### src/rtl/mem_image_reader_if.sv
// Signal bundle for mem_image_reader: dump control, memory read bus and output byte stream.
// Valid/ready handshake (request and stream): a transfer happens on a clock edge where valid && ready;
// once valid rises, the source holds valid and its payload stable until that edge; ready may change freely.
interface mem_image_reader_if #(
    parameter int ADDR_WIDTH  = 21,
    parameter int COUNT_WIDTH = 21
);
    logic                   start;
    logic [ADDR_WIDTH-1:0]  base_addr;
    logic [COUNT_WIDTH-1:0] byte_count;
    logic                   busy;
    logic                   done;
    logic                   error;
    logic                   mem_req_valid;
    logic                   mem_req_ready;
    logic [ADDR_WIDTH-1:0]  mem_req_addr;
    logic                   mem_resp_valid;
    logic [63:0]            mem_resp_data;
    logic                   out_valid;
    logic                   out_ready;
    logic [7:0]             out_data;
    logic                   out_last;
    logic [2:0]             state_dbg;

    modport master (
        input  start, base_addr, byte_count, mem_req_ready, mem_resp_valid, mem_resp_data, out_ready,
        output busy, done, error, mem_req_valid, mem_req_addr, out_valid, out_data, out_last, state_dbg
    );

    modport slave (
        output start, base_addr, byte_count, mem_req_ready, mem_resp_valid, mem_resp_data, out_ready,
        input  busy, done, error, mem_req_valid, mem_req_addr, out_valid, out_data, out_last, state_dbg
    );
endinterface

### src/rtl/mem_image_reader.sv
// Reads a contiguous memory region one 64-bit word at a time and streams it out as bytes.
// One read outstanding at a time; every output is a flop.
module mem_image_reader #(
    parameter int ADDR_WIDTH     = 21,
    parameter int COUNT_WIDTH    = 21,
    parameter int TIMEOUT_CYCLES = 1024
) (
    input logic               clk,
    input logic               rst_n,
    mem_image_reader_if.master bus
);
    typedef enum logic [2:0] {IDLE, REQ, WAIT_RESP, EMIT, FINISH} state_t;
    localparam int TW = $clog2(TIMEOUT_CYCLES + 1);

    state_t                 state_q, state_d;
    logic [ADDR_WIDTH-1:0]  addr_q, addr_d;
    logic [COUNT_WIDTH-1:0] rem_q, rem_d, rem_nx;
    logic [2:0]             idx_q, idx_d, idx_nx;
    logic [63:0]            buf_q, buf_d;
    logic [TW-1:0]          tcnt_q, tcnt_d;
    logic                   busy_q, busy_d, done_q, done_d, error_q, error_d;
    logic                   req_valid_q, req_valid_d, out_valid_q, out_valid_d, out_last_q, out_last_d;
    logic [7:0]             out_data_q, out_data_d;
    logic                   unused_addr_lsbs;

    // Start addresses are always word aligned; the low bits carry no meaning.
    assign unused_addr_lsbs = ^bus.base_addr[2:0];

    always_ff @(posedge clk or negedge rst_n) begin
        if (!rst_n) begin
            state_q     <= IDLE;
            addr_q      <= '0;
            rem_q       <= '0;
            idx_q       <= '0;
            buf_q       <= '0;
            tcnt_q      <= '0;
            busy_q      <= 1'b0;
            done_q      <= 1'b0;
            error_q     <= 1'b0;
            req_valid_q <= 1'b0;
            out_valid_q <= 1'b0;
            out_last_q  <= 1'b0;
            out_data_q  <= '0;
        end else begin
            state_q     <= state_d;
            addr_q      <= addr_d;
            rem_q       <= rem_d;
            idx_q       <= idx_d;
            buf_q       <= buf_d;
            tcnt_q      <= tcnt_d;
            busy_q      <= busy_d;
            done_q      <= done_d;
            error_q     <= error_d;
            req_valid_q <= req_valid_d;
            out_valid_q <= out_valid_d;
            out_last_q  <= out_last_d;
            out_data_q  <= out_data_d;
        end
    end

    always_comb begin
        state_d     = state_q;
        addr_d      = addr_q;
        rem_d       = rem_q;
        idx_d       = idx_q;
        buf_d       = buf_q;
        tcnt_d      = tcnt_q;
        busy_d      = busy_q;
        done_d      = 1'b0;
        error_d     = 1'b0;
        req_valid_d = req_valid_q;
        out_valid_d = out_valid_q;
        out_last_d  = out_last_q;
        out_data_d  = out_data_q;
        idx_nx      = idx_q + 3'd1;
        rem_nx      = rem_q - COUNT_WIDTH'(1);
        case (state_q)
            IDLE: begin
                if (bus.start) begin
                    busy_d = 1'b1;
                    if (bus.byte_count != '0) begin
                        addr_d      = {bus.base_addr[ADDR_WIDTH-1:3], 3'b000};
                        rem_d       = bus.byte_count;
                        req_valid_d = 1'b1;
                        state_d     = REQ;
                    end else begin
                        state_d = FINISH;
                    end
                end
            end
            REQ: begin
                if (bus.mem_req_ready) begin
                    req_valid_d = 1'b0;
                    addr_d      = addr_q + ADDR_WIDTH'(8);
                    tcnt_d      = '0;
                    state_d     = WAIT_RESP;
                end
            end
            WAIT_RESP: begin
                if (bus.mem_resp_valid) begin
                    buf_d       = bus.mem_resp_data;
                    idx_d       = 3'd0;
                    out_valid_d = 1'b1;
                    out_data_d  = bus.mem_resp_data[7:0];
                    out_last_d  = (rem_q == COUNT_WIDTH'(1));
                    state_d     = EMIT;
                end else if (tcnt_q == TW'(TIMEOUT_CYCLES - 1)) begin
                    error_d = 1'b1;
                    busy_d  = 1'b0;
                    state_d = IDLE;
                end else begin
                    tcnt_d = tcnt_q + 1'b1;
                end
            end
            EMIT: begin
                // out_valid is always high here, so out_ready alone marks a transfer.
                if (bus.out_ready) begin
                    rem_d = rem_nx;
                    idx_d = idx_nx;
                    if (rem_q == COUNT_WIDTH'(1)) begin
                        out_valid_d = 1'b0;
                        out_last_d  = 1'b0;
                        state_d     = FINISH;
                    end else if (idx_q == 3'd7) begin
                        out_valid_d = 1'b0;
                        req_valid_d = 1'b1;
                        state_d     = REQ;
                    end else begin
                        out_data_d = buf_q[{idx_nx, 3'b000} +: 8];
                        out_last_d = (rem_nx == COUNT_WIDTH'(1));
                    end
                end
            end
            FINISH: begin
                done_d  = 1'b1;
                busy_d  = 1'b0;
                state_d = IDLE;
            end
            default: state_d = IDLE;
        endcase
    end

    assign bus.busy          = busy_q;
    assign bus.done          = done_q;
    assign bus.error         = error_q;
    assign bus.mem_req_valid = req_valid_q;
    assign bus.mem_req_addr  = addr_q;
    assign bus.out_valid     = out_valid_q;
    assign bus.out_data      = out_data_q;
    assign bus.out_last      = out_last_q;
    assign bus.state_dbg     = state_q;
endmodule

### src/flat_wrapper.sv
// flat-port wrapper written by rule: the top's interface ports become plain ports
module mem_image_reader_flat 
#(
    parameter int ADDR_WIDTH     = 21,
    parameter int COUNT_WIDTH    = 21,
    parameter int TIMEOUT_CYCLES = 1024
)
  (clk, rst_n, bus_start, bus_base_addr, bus_byte_count, bus_mem_req_ready, bus_mem_resp_valid, bus_mem_resp_data, bus_out_ready, bus_busy, bus_done, bus_error, bus_mem_req_valid, bus_mem_req_addr, bus_out_valid, bus_out_data, bus_out_last, bus_state_dbg);
  mem_image_reader_if #(.ADDR_WIDTH(ADDR_WIDTH), .COUNT_WIDTH(COUNT_WIDTH)) bus_i ();
  input logic clk;
  input logic rst_n;
  input wire logic [$bits(bus_i.start)-1:0] bus_start;
  input wire logic [$bits(bus_i.base_addr)-1:0] bus_base_addr;
  input wire logic [$bits(bus_i.byte_count)-1:0] bus_byte_count;
  input wire logic [$bits(bus_i.mem_req_ready)-1:0] bus_mem_req_ready;
  input wire logic [$bits(bus_i.mem_resp_valid)-1:0] bus_mem_resp_valid;
  input wire logic [$bits(bus_i.mem_resp_data)-1:0] bus_mem_resp_data;
  input wire logic [$bits(bus_i.out_ready)-1:0] bus_out_ready;
  output wire logic [$bits(bus_i.busy)-1:0] bus_busy;
  output wire logic [$bits(bus_i.done)-1:0] bus_done;
  output wire logic [$bits(bus_i.error)-1:0] bus_error;
  output wire logic [$bits(bus_i.mem_req_valid)-1:0] bus_mem_req_valid;
  output wire logic [$bits(bus_i.mem_req_addr)-1:0] bus_mem_req_addr;
  output wire logic [$bits(bus_i.out_valid)-1:0] bus_out_valid;
  output wire logic [$bits(bus_i.out_data)-1:0] bus_out_data;
  output wire logic [$bits(bus_i.out_last)-1:0] bus_out_last;
  output wire logic [$bits(bus_i.state_dbg)-1:0] bus_state_dbg;
  assign bus_i.start = bus_start;
  assign bus_i.base_addr = bus_base_addr;
  assign bus_i.byte_count = bus_byte_count;
  assign bus_i.mem_req_ready = bus_mem_req_ready;
  assign bus_i.mem_resp_valid = bus_mem_resp_valid;
  assign bus_i.mem_resp_data = bus_mem_resp_data;
  assign bus_i.out_ready = bus_out_ready;
  assign bus_busy = bus_i.busy;
  assign bus_done = bus_i.done;
  assign bus_error = bus_i.error;
  assign bus_mem_req_valid = bus_i.mem_req_valid;
  assign bus_mem_req_addr = bus_i.mem_req_addr;
  assign bus_out_valid = bus_i.out_valid;
  assign bus_out_data = bus_i.out_data;
  assign bus_out_last = bus_i.out_last;
  assign bus_state_dbg = bus_i.state_dbg;
  mem_image_reader #(.ADDR_WIDTH(ADDR_WIDTH), .COUNT_WIDTH(COUNT_WIDTH), .TIMEOUT_CYCLES(TIMEOUT_CYCLES)) u_core (.clk(clk), .rst_n(rst_n), .bus(bus_i));
endmodule
### config.mk
export PLATFORM = sky130hd
export DESIGN_NAME = mem_image_reader_flat
export DESIGN_NICKNAME = d
export VERILOG_FILES = /design/src/rtl/mem_image_reader_if.sv /design/src/rtl/mem_image_reader.sv /design/src/flat_wrapper.sv
export SDC_FILE = /design/constraint.sdc
export NUM_CORES = 1
export LEC_CHECK = 0
export CAP_MARGIN = 10
export CORE_ASPECT_RATIO = 0.8
export CORE_UTILIZATION = 55
export DETAILED_ROUTE_END_ITERATION = 7
export PLACE_DENSITY = 0.85
export SYNTH_ARGS = -nofsm -noshare
export SYNTH_HDL_FRONTEND = slang
export SYNTH_SLANG_ARGS = --single-unit
### constraint.sdc
create_clock -name clk -period 5.3 [get_ports clk]
set_clock_uncertainty 0.05 [all_clocks]
set_input_delay 0.795 -clock clk [delete_from_list [all_inputs] [get_ports clk]]
set_output_delay 0.795 -clock clk [all_outputs]
set_load 0.02 [all_outputs]
==> results of run 1 <==
==> registers in the layout (all words and copies together) (netlist names) <==
register	cells
u_core.buf_q	64
u_core.rem_q	21
u_core.bus.mem_req_addr	18
u_core.tcnt_q	11
u_core.bus.out_data	8
u_core.bus.state_dbg	3
u_core.idx_q	3
u_core.bus.busy	1
u_core.bus.done	1
u_core.bus.error	1
u_core.bus.mem_req_valid	1
u_core.bus.out_last	1
u_core.bus.out_valid	1
==> kinds of logic after synthesis <==
group,count (synthesis),synth area share
AOI/OAI and AO/OA,182,0.148
other,1,0.000527
muxes,27,0.0662
DFF,134,0.471
xor gates and xnor gates,7,0.00861
and+or+nand+nor,421,0.258
buffers and inverters,65,0.0360
adders and majority gates,7,0.0123
==> synth_stat cells, types with 2 or more instances <==
master	number
nand2_1	261
buf_1	3
nand2b_1	3
a31oi_1	8
nor4b_1	2
dfrtp_1	134
xor2_1	6
or3_1	6
nor2_1	53
o41ai_1	3
o21ai_0	60
nand3b_1	2
a211oi_1	3
nand3_1	27
or2_2	4
nor3_1	17
o22a_1	2
a32oi_1	2
o31ai_1	2
mux4_2	16
nor4_1	10
nor2b_1	2
a2bb2oi_1	2
or4_4	3
and2_1	6
o32ai_1	5
ha_1	7
mux2i_1	10
clkbuf_1	44
inv_1	14
o22ai_1	7
or4_1	6
and3_1	5
a21oi_1	69
buf_4	3
a21o_1	2
a22oi_1	2
o2bb2ai_1	2
nand4_1	10
==> worst paths after layout <==
check	startpoint	end	slack, ns	cells past startpoint
worst max register to register	u_core.rem_q[13]	u_core.bus.out_data[0]	2.12	5
worst min register to register	u_core.buf_q[27]	u_core.buf_q[27]	0.42	2
min in group clk	u_core.buf_q[27]	u_core.buf_q[27]	0.42	2
max in group asynchronous	rst_n	u_core.buf_q[19]	3.70	2
worst max-delay path	bus_byte_count[11]	u_core.bus.mem_req_addr[20]	1.83	7
worst min-delay path	rst_n	u_core.bus.mem_req_addr[12]	0.37	1
==> per-layer routing <==
| layer | up-vias | GRT usage | wire, um | part of all wire |
|---|---|---|---|---|
| li1 | 3186 | - | - | - |
| met1 | 3269 | 0.437 | 8640 | 0.43 |
| met2 | 363 | 0.478 | 9270 | 0.46 |
| met3 | 57 | 0.0682 | 1630 | 0.081 |
| met4 | 0 | 0.0983 | 504 | 0.025 |
| met5 | - | 0 | 0 | 0 |
==> critical path, delay by kind of cell <==
| family | cells | cell delay [ns] |
|---|---|---|
| and+or+nand+nor | 3 | 1.35 |
| AOI/OAI and AO/OA | 3 | 1.11 |
| buffers and inverters | 1 | 0.43 |
==> through the flow <==
stage	utilization	setup slack, ns	instance area [um^2]	total power, mW
after floorplan	-	2.70	7130	3.17
after global placement	0.699	1.54	8660	3.84
after detailed placement	0.699	1.53	8660	3.93
after CTS	0.744	1.95	9220	5.10
after global routing	0.744	1.63	9220	5.44
final	0.744	1.83	9220	5.12
==> power by group through the flow <==
| stage | registers (mW) | logic (mW) | clock network [mW] |
|---|---|---|---|
| floorplan | 1.84 | 1.34 | 0 |
| global placement | 1.84 | 2.00 | 0 |
| detailed placement | 1.86 | 2.07 | 0 |
| CTS | 1.86 | 2.10 | 1.14 |
| global route | 1.93 | 2.32 | 1.19 |
| finish | 1.88 | 2.11 | 1.14 |
==> layout by cell type, fill, tap and decap left out, drive strengths merged, types with 3 or more instances in the layout <==
cell type / count
a211oi: 3
or4: 9
buf: 11
and3: 5
nor3: 17
nor4: 10
nand4: 10
o41ai: 3
mux4: 16
or3: 7
o22ai: 7
or2: 4
nand2b: 3
and2: 6
a31oi: 8
nand3: 27
clkdlybuf4s50: 142
clkbuf: 18
nand2: 261
a21oi: 69
ha: 7
nor2: 53
dfrtp: 134
conb: 3
xor2: 6
mux2i: 10
inv: 24
o21ai: 61
o32ai: 5
==> final cells by class <==
class,instances,area (um^2),share of cell area
clock buffer,18,429,0.0466
clock inverter,14,130,0.0141
inverter,14,52.6,0.00570
multi-input combinational,647,3530,0.383
sequential,134,3350,0.364
tap,171,214,0.0232
timing repair buffer,153,1510,0.164
==> results.py, run 1 <==
metrics = {
    "synthesis": {
        "async_reset_ff_frac": 1.00,
        "yosysWarningCount": 0,
        "synthFlopType": "dfrtp_1",
        "syn_avg_cell_area_um2": 8.44,
        "netlist_instances": 844,
        "synth_edf_count": 0,
        "yosysUniqueCellTypes": 60,
        "synth_area_leaders": "dfrtp_1 (47%), nand2_1 (14%), mux4_2 (5.1%)",
        "synth-seq-area-share": 0.471,
        "ys_ff_latch": 134,
        "synth.top_cell.area_share": 0.471,
        "synth_area_um2": 7120,
        "yosysTopAreaCell": "dfrtp_1",
    },
    "pwr": {
        "clockPowerShare": 0.222,
        "p_per_area_nw_per_um2": 556,
        "switchingPower_mw": 2.15,
        "max-vdd-ir-drop_mv": 0.290,
        "netSwitchingFraction": 0.420,
        "leakagePower_nw": 4.01,
        "pwr-share-seq": 0.367,
        "p_int_mw": 2.97,
        "pwr-share-comb": 0.411,
    },
    "cts": {
        "cts_max_level": 4,
        "clk_pin_slew_ns": 0.06,
        "clockBufferDepth": 2,
        "clock-sinks": 134,
        "clkLatencyLatePin_ns": 0.42,
        "post-cts-setup-buffers": 0,
        "root_buffer": "clkbuf_16",
        "cts_tree": "done",
        "cts.repair.resized": 0,
        "cts_hold_buffers": 0,
        "cts_made_buffers": 17,
    },
    "worst_setup_path": {
        "crit_arrival_ns": 3.69,
        "critical_path_class": "in -> reg",
        "cp_slowest_cell": "nand2_1",
        "slowest_delay_ns": 0.68,
        "crit_fanout": 25,
        "worstPathRequired_ns": 5.52,
        "critPathCaptureType": "register",
        "startpoint_type": "primary input",
        "crit_chain": "clkdlybuf4s50_1 > nor4_1 > nand4_1 > o211ai_1 > nand2_1 > a21boi_0 > a2bb2oi_1",
    },
    "detailed_routing": {
        "routed_wl_um": 20000,
        "drt-initial-drc-count": 772,
        "drc": 0,
        "via_count": 6875,
        "drt_pre_antenna_iters": 7,
        "via_per_inst": 5.97,
        "routedWlPerCell_um": 17.4,
        "ant_nets": 0,
    },
    "floorplan": {
        "fp.coreArea_um2": 12400,
        "io_pins": 150,
        "dieArea_um2": 13400,
        "die_w_um": 129,
        "start_util": 0.575,
        "rows": 36,
        "die_h_um": 104,
    },
    "status": {
        "status": "completed",
    },
    "run": {
        "maxCapViolCount": 0,
    },
    "cells_and_area": {
        "n_antenna_cell": 0,
        "final_cells": 1151,
        "fillCellCount": 914,
        "final_net_count": 1086,
        "layout-drive-gt1-share": 0.0724,
        "area.growth.synth_to_final_pct": 29.4,
    },
    "grt": {
        "antenna_found_initial": 0,
        "grt_max_degree": 87,
        "gr-total-overflow": 0,
        "grtUsageTotal": 0.310,
        "grt_pass1_vias": 6680,
        "grt_pass1_wl_um": 32500,
    },
    "timing": {
        "finalCritPeriodShare": 0.656,
        "period_needed_ns": 3.47,
        "rsz0062_at_grt": "no",
        "relSlewSlack": 0.162,
        "worst_pin_slew_ns": 1.25,
        "hold_violations": 0,
        "clock.fmax_mhz": 288,
        "fin_setup_tns_ns": 0,
        "finalSetupViolations": 0,
        "maxSlewViolCount": 0,
        "whs_ns": 0.367,
    },
    "placed_design": {
        "dp_cells": 1119,
        "port_buffers": 143,
        "dpl.hpwl_um": 13100,
        "place_congestion": 0.907,
    },
    "worst_hold_path": {
        "hp-class": "in -> async",
    },
}
Note: power is estimated with default switching activity, not from simulation.
==> run 2: changes to the inputs <==
--- a/config.mk
+++ b/config.mk
@@ -7,9 +7,9 @@
 export LEC_CHECK = 0
 export CAP_MARGIN = 10
 export CORE_ASPECT_RATIO = 0.8
-export CORE_UTILIZATION = 55
+export CORE_UTILIZATION = 47
 export DETAILED_ROUTE_END_ITERATION = 7
-export PLACE_DENSITY = 0.85
+export PLACE_DENSITY = 0.77
 export SYNTH_ARGS = -nofsm -noshare
 export SYNTH_HDL_FRONTEND = slang
 export SYNTH_SLANG_ARGS = --single-unit
==> constraint.sdc (replaced) <==
create_clock -name clk -period 3.04 [get_ports clk]
set_clock_uncertainty 0.05 [all_clocks]
set_input_delay 0.456 -clock clk [delete_from_list [all_inputs] [get_ports clk]]
set_output_delay 0.456 -clock clk [all_outputs]
set_load 0.02 [all_outputs]
==> run 2 against run 1 <==
Compared with the run above: the run now ends with hold timing left; power up 78%; sequential cell count is the same; die area is 17% higher; critical endpoint is now u_core.rem_q[20]; non-clock buffer count grew 16; via count decreased by 2.3%; cell count up 2.5%; global-route usage down 4.7 points; register-to-register slack got worse by 1.8 ns; combinational power rose by 82%; core utilization is 9.6 points lower.
==> results.py, run 2 (synthesized netlist as in run 1, its figures left out) <==
metrics = {
    "timing": {
        "period_needed_ns": 2.76,
        "finalSetupViolations": 0,
        "clock.fmax_mhz": 362,
        "setup_ws_ns": 0.278,
        "finalCritPeriodShare": 0.909,
        "maxSlewViolCount": 0,
        "hold_violations": 7,
        "fin_setup_tns_ns": 0,
        "worst_pin_slew_ns": 0.848,
        "whs_ns": -0.0452,
        "rsz0062_at_grt": "no",
        "relSlewSlack": 0.427,
    },
    "grt": {
        "gr-total-overflow": 0,
        "grt_pass1_wl_um": 32700,
        "grt_max_degree": 77,
        "grtUsageTotal": 0.263,
        "grt_pass1_vias": 6460,
        "antenna_found_initial": 0,
    },
    "cts": {
        "root_buffer": "clkbuf_16",
        "clkLatencyLatePin_ns": 0.43,
        "cts.repair.resized": 0,
        "clock-sinks": 134,
        "clockBufferDepth": 2,
        "clk_pin_slew_ns": 0.07,
        "cts_hold_buffers": 0,
        "cts_made_buffers": 17,
        "post-cts-setup-buffers": 0,
        "cts_tree": "done",
        "cts_max_level": 4,
    },
    "cells_and_area": {
        "top_register": "u_core.buf_q",
        "final_cell_mix": "nand2_1 (260), clkdlybuf4s50_1 (142), dfrtp_1 (134), a21oi_1 (69), o21ai_0 (60)",
        "largest_reg_flops": 64,
        "final_common_cell": "nand2_1",
        "layout-drive-gt1-share": 0.0884,
        "final_net_count": 1102,
        "fillCellCount": 1230,
        "n_antenna_cell": 0,
        "area.growth.synth_to_final_pct": 32.3,
    },
    "floorplan": {
        "dieArea_um2": 15700,
        "die_w_um": 140,
        "io_pins": 150,
        "rows": 39,
        "die_h_um": 112,
        "start_util": 0.490,
        "fp.coreArea_um2": 14500,
    },
    "worst_setup_path": {
        "critical_path_class": "reg -> reg",
        "crit_arrival_ns": 3.07,
        "r2r_cells": 6,
        "r2r-end": "u_core.rem_q[20]",
        "crit_fanout": 6,
        "reg2reg_slack_ns": 0.28,
        "startpoint_type": "register",
        "critPathCaptureType": "register",
        "path_common_cell": "or4_4",
        "r2r_start": "u_core.rem_q[11]",
        "critPathTopFamily": "simple AND/OR/NAND/NOR gates",
        "critPathBufInv": 0,
        "worstPathRequired_ns": 3.34,
        "crit_chain": "or4_4 > or4_4 > or3_4 > or3_1 > a21oi_1 > a2bb2oi_1",
        "cp_slowest_cell": "or4_4",
        "slowest_delay_ns": 0.56,
    },
    "run": {
        "maxCapViolCount": 0,
    },
    "detailed_routing": {
        "via_per_inst": 5.69,
        "drc": 0,
        "ant_nets": 0,
        "via_count": 6719,
        "drt-initial-drc-count": 527,
        "drt_pre_antenna_iters": 5,
        "routed_wl_um": 19800,
        "routedWlPerCell_um": 16.7,
    },
    "placed_design": {
        "port_buffers": 143,
        "dpl.hpwl_um": 13600,
        "preCtsSetupSlack_ns": 0.287,
        "place_congestion": 0.908,
    },
    "pwr": {
        "p_per_area_nw_per_um2": 966,
        "max-vdd-ir-drop_mv": 0.551,
        "leakagePower_nw": 4.12,
        "finalPower_mw": 9.10,
    },
    "status": {
        "status": "complete, but fails checks",
        "violations": "hold timing",
    },
    "worst_hold_path": {
        "hp-class": "in -> async",
    },
}
-- run 2: changes by cell type in the layout (fill, tap and decap cells not counted) --
cell        change
inv_6           +3
clkbuf_8        +1
buf_12          +3
inv_8           -1
buf_4          +13
clkbuf_1        -1
clkinvlp_4      -1
bufinv_16       +1
clkinv_4        -2
-- run 2: worst max path at each step --
stage                          start                       to  slack [ns]  cells after the start
global placement    u_core.rem_q[11]         u_core.rem_q[20]        0.33                      6
floorplan           u_core.rem_q[10]         u_core.rem_q[20]        0.44                      6
finish              u_core.rem_q[11]         u_core.rem_q[20]        0.28                      6
global route         u_core.rem_q[5]  u_core.bus.state_dbg[0]        0.24                      6
detailed placement  u_core.rem_q[11]         u_core.rem_q[20]        0.29                      6
CTS                 u_core.rem_q[11]         u_core.rem_q[20]        0.29                      6
-- run 2: metrics by stage --
stage / hold slack, ns / cells / util / instance area, um^2
2_1_floorplan: 0.110 / 846 / - / 7130
3_3_place_gp: 0.404 / 1148 / 0.607 / 8830
3_5_place_dp: 0.408 / 1148 / 0.607 / 8830
4_1_cts: 0.0241 / 1180 / 0.648 / 9420
5_1_grt: 0.0478 / 1180 / 0.648 / 9420
6_report: -0.0452 / 1180 / 0.648 / 9420
-- run 2: where the power goes --
group          internal [mW]  switching, mW  leakage, nW  total, mW
combinational           1.68           2.15         2.17       3.83
sequential              2.52          0.653         1.66       3.18
clock                   1.19          0.906        0.290       2.09
-- run 2: layer usage --
layer | up-vias | wire length [um] | GRT usage | part of all wire
met3 | 20 | 1540 | 0.0666 | 0.078
met2 | 280 | 9070 | 0.403 | 0.46
li1 | 3209 | - | - | -
met5 | - | 0 | 0 | 0
met4 | 0 | 174 | 0.0637 | 0.0088
met1 | 3210 | 8980 | 0.377 | 0.45
-- run 2: area by class of cell --
| cell class | instances | area, um^2 | area share |
|---|---|---|---|
| Sequential cell | 134 | 3350 | 0.356 |
| Clock inverter | 14 | 150 | 0.0159 |
| Clock buffer | 18 | 439 | 0.0466 |
| Timing Repair Buffer | 169 | 1670 | 0.177 |
| Inverter | 14 | 52.6 | 0.00558 |
| Tap cell | 184 | 230 | 0.0244 |
| Multi-Input combinational cell | 647 | 3530 | 0.375 |
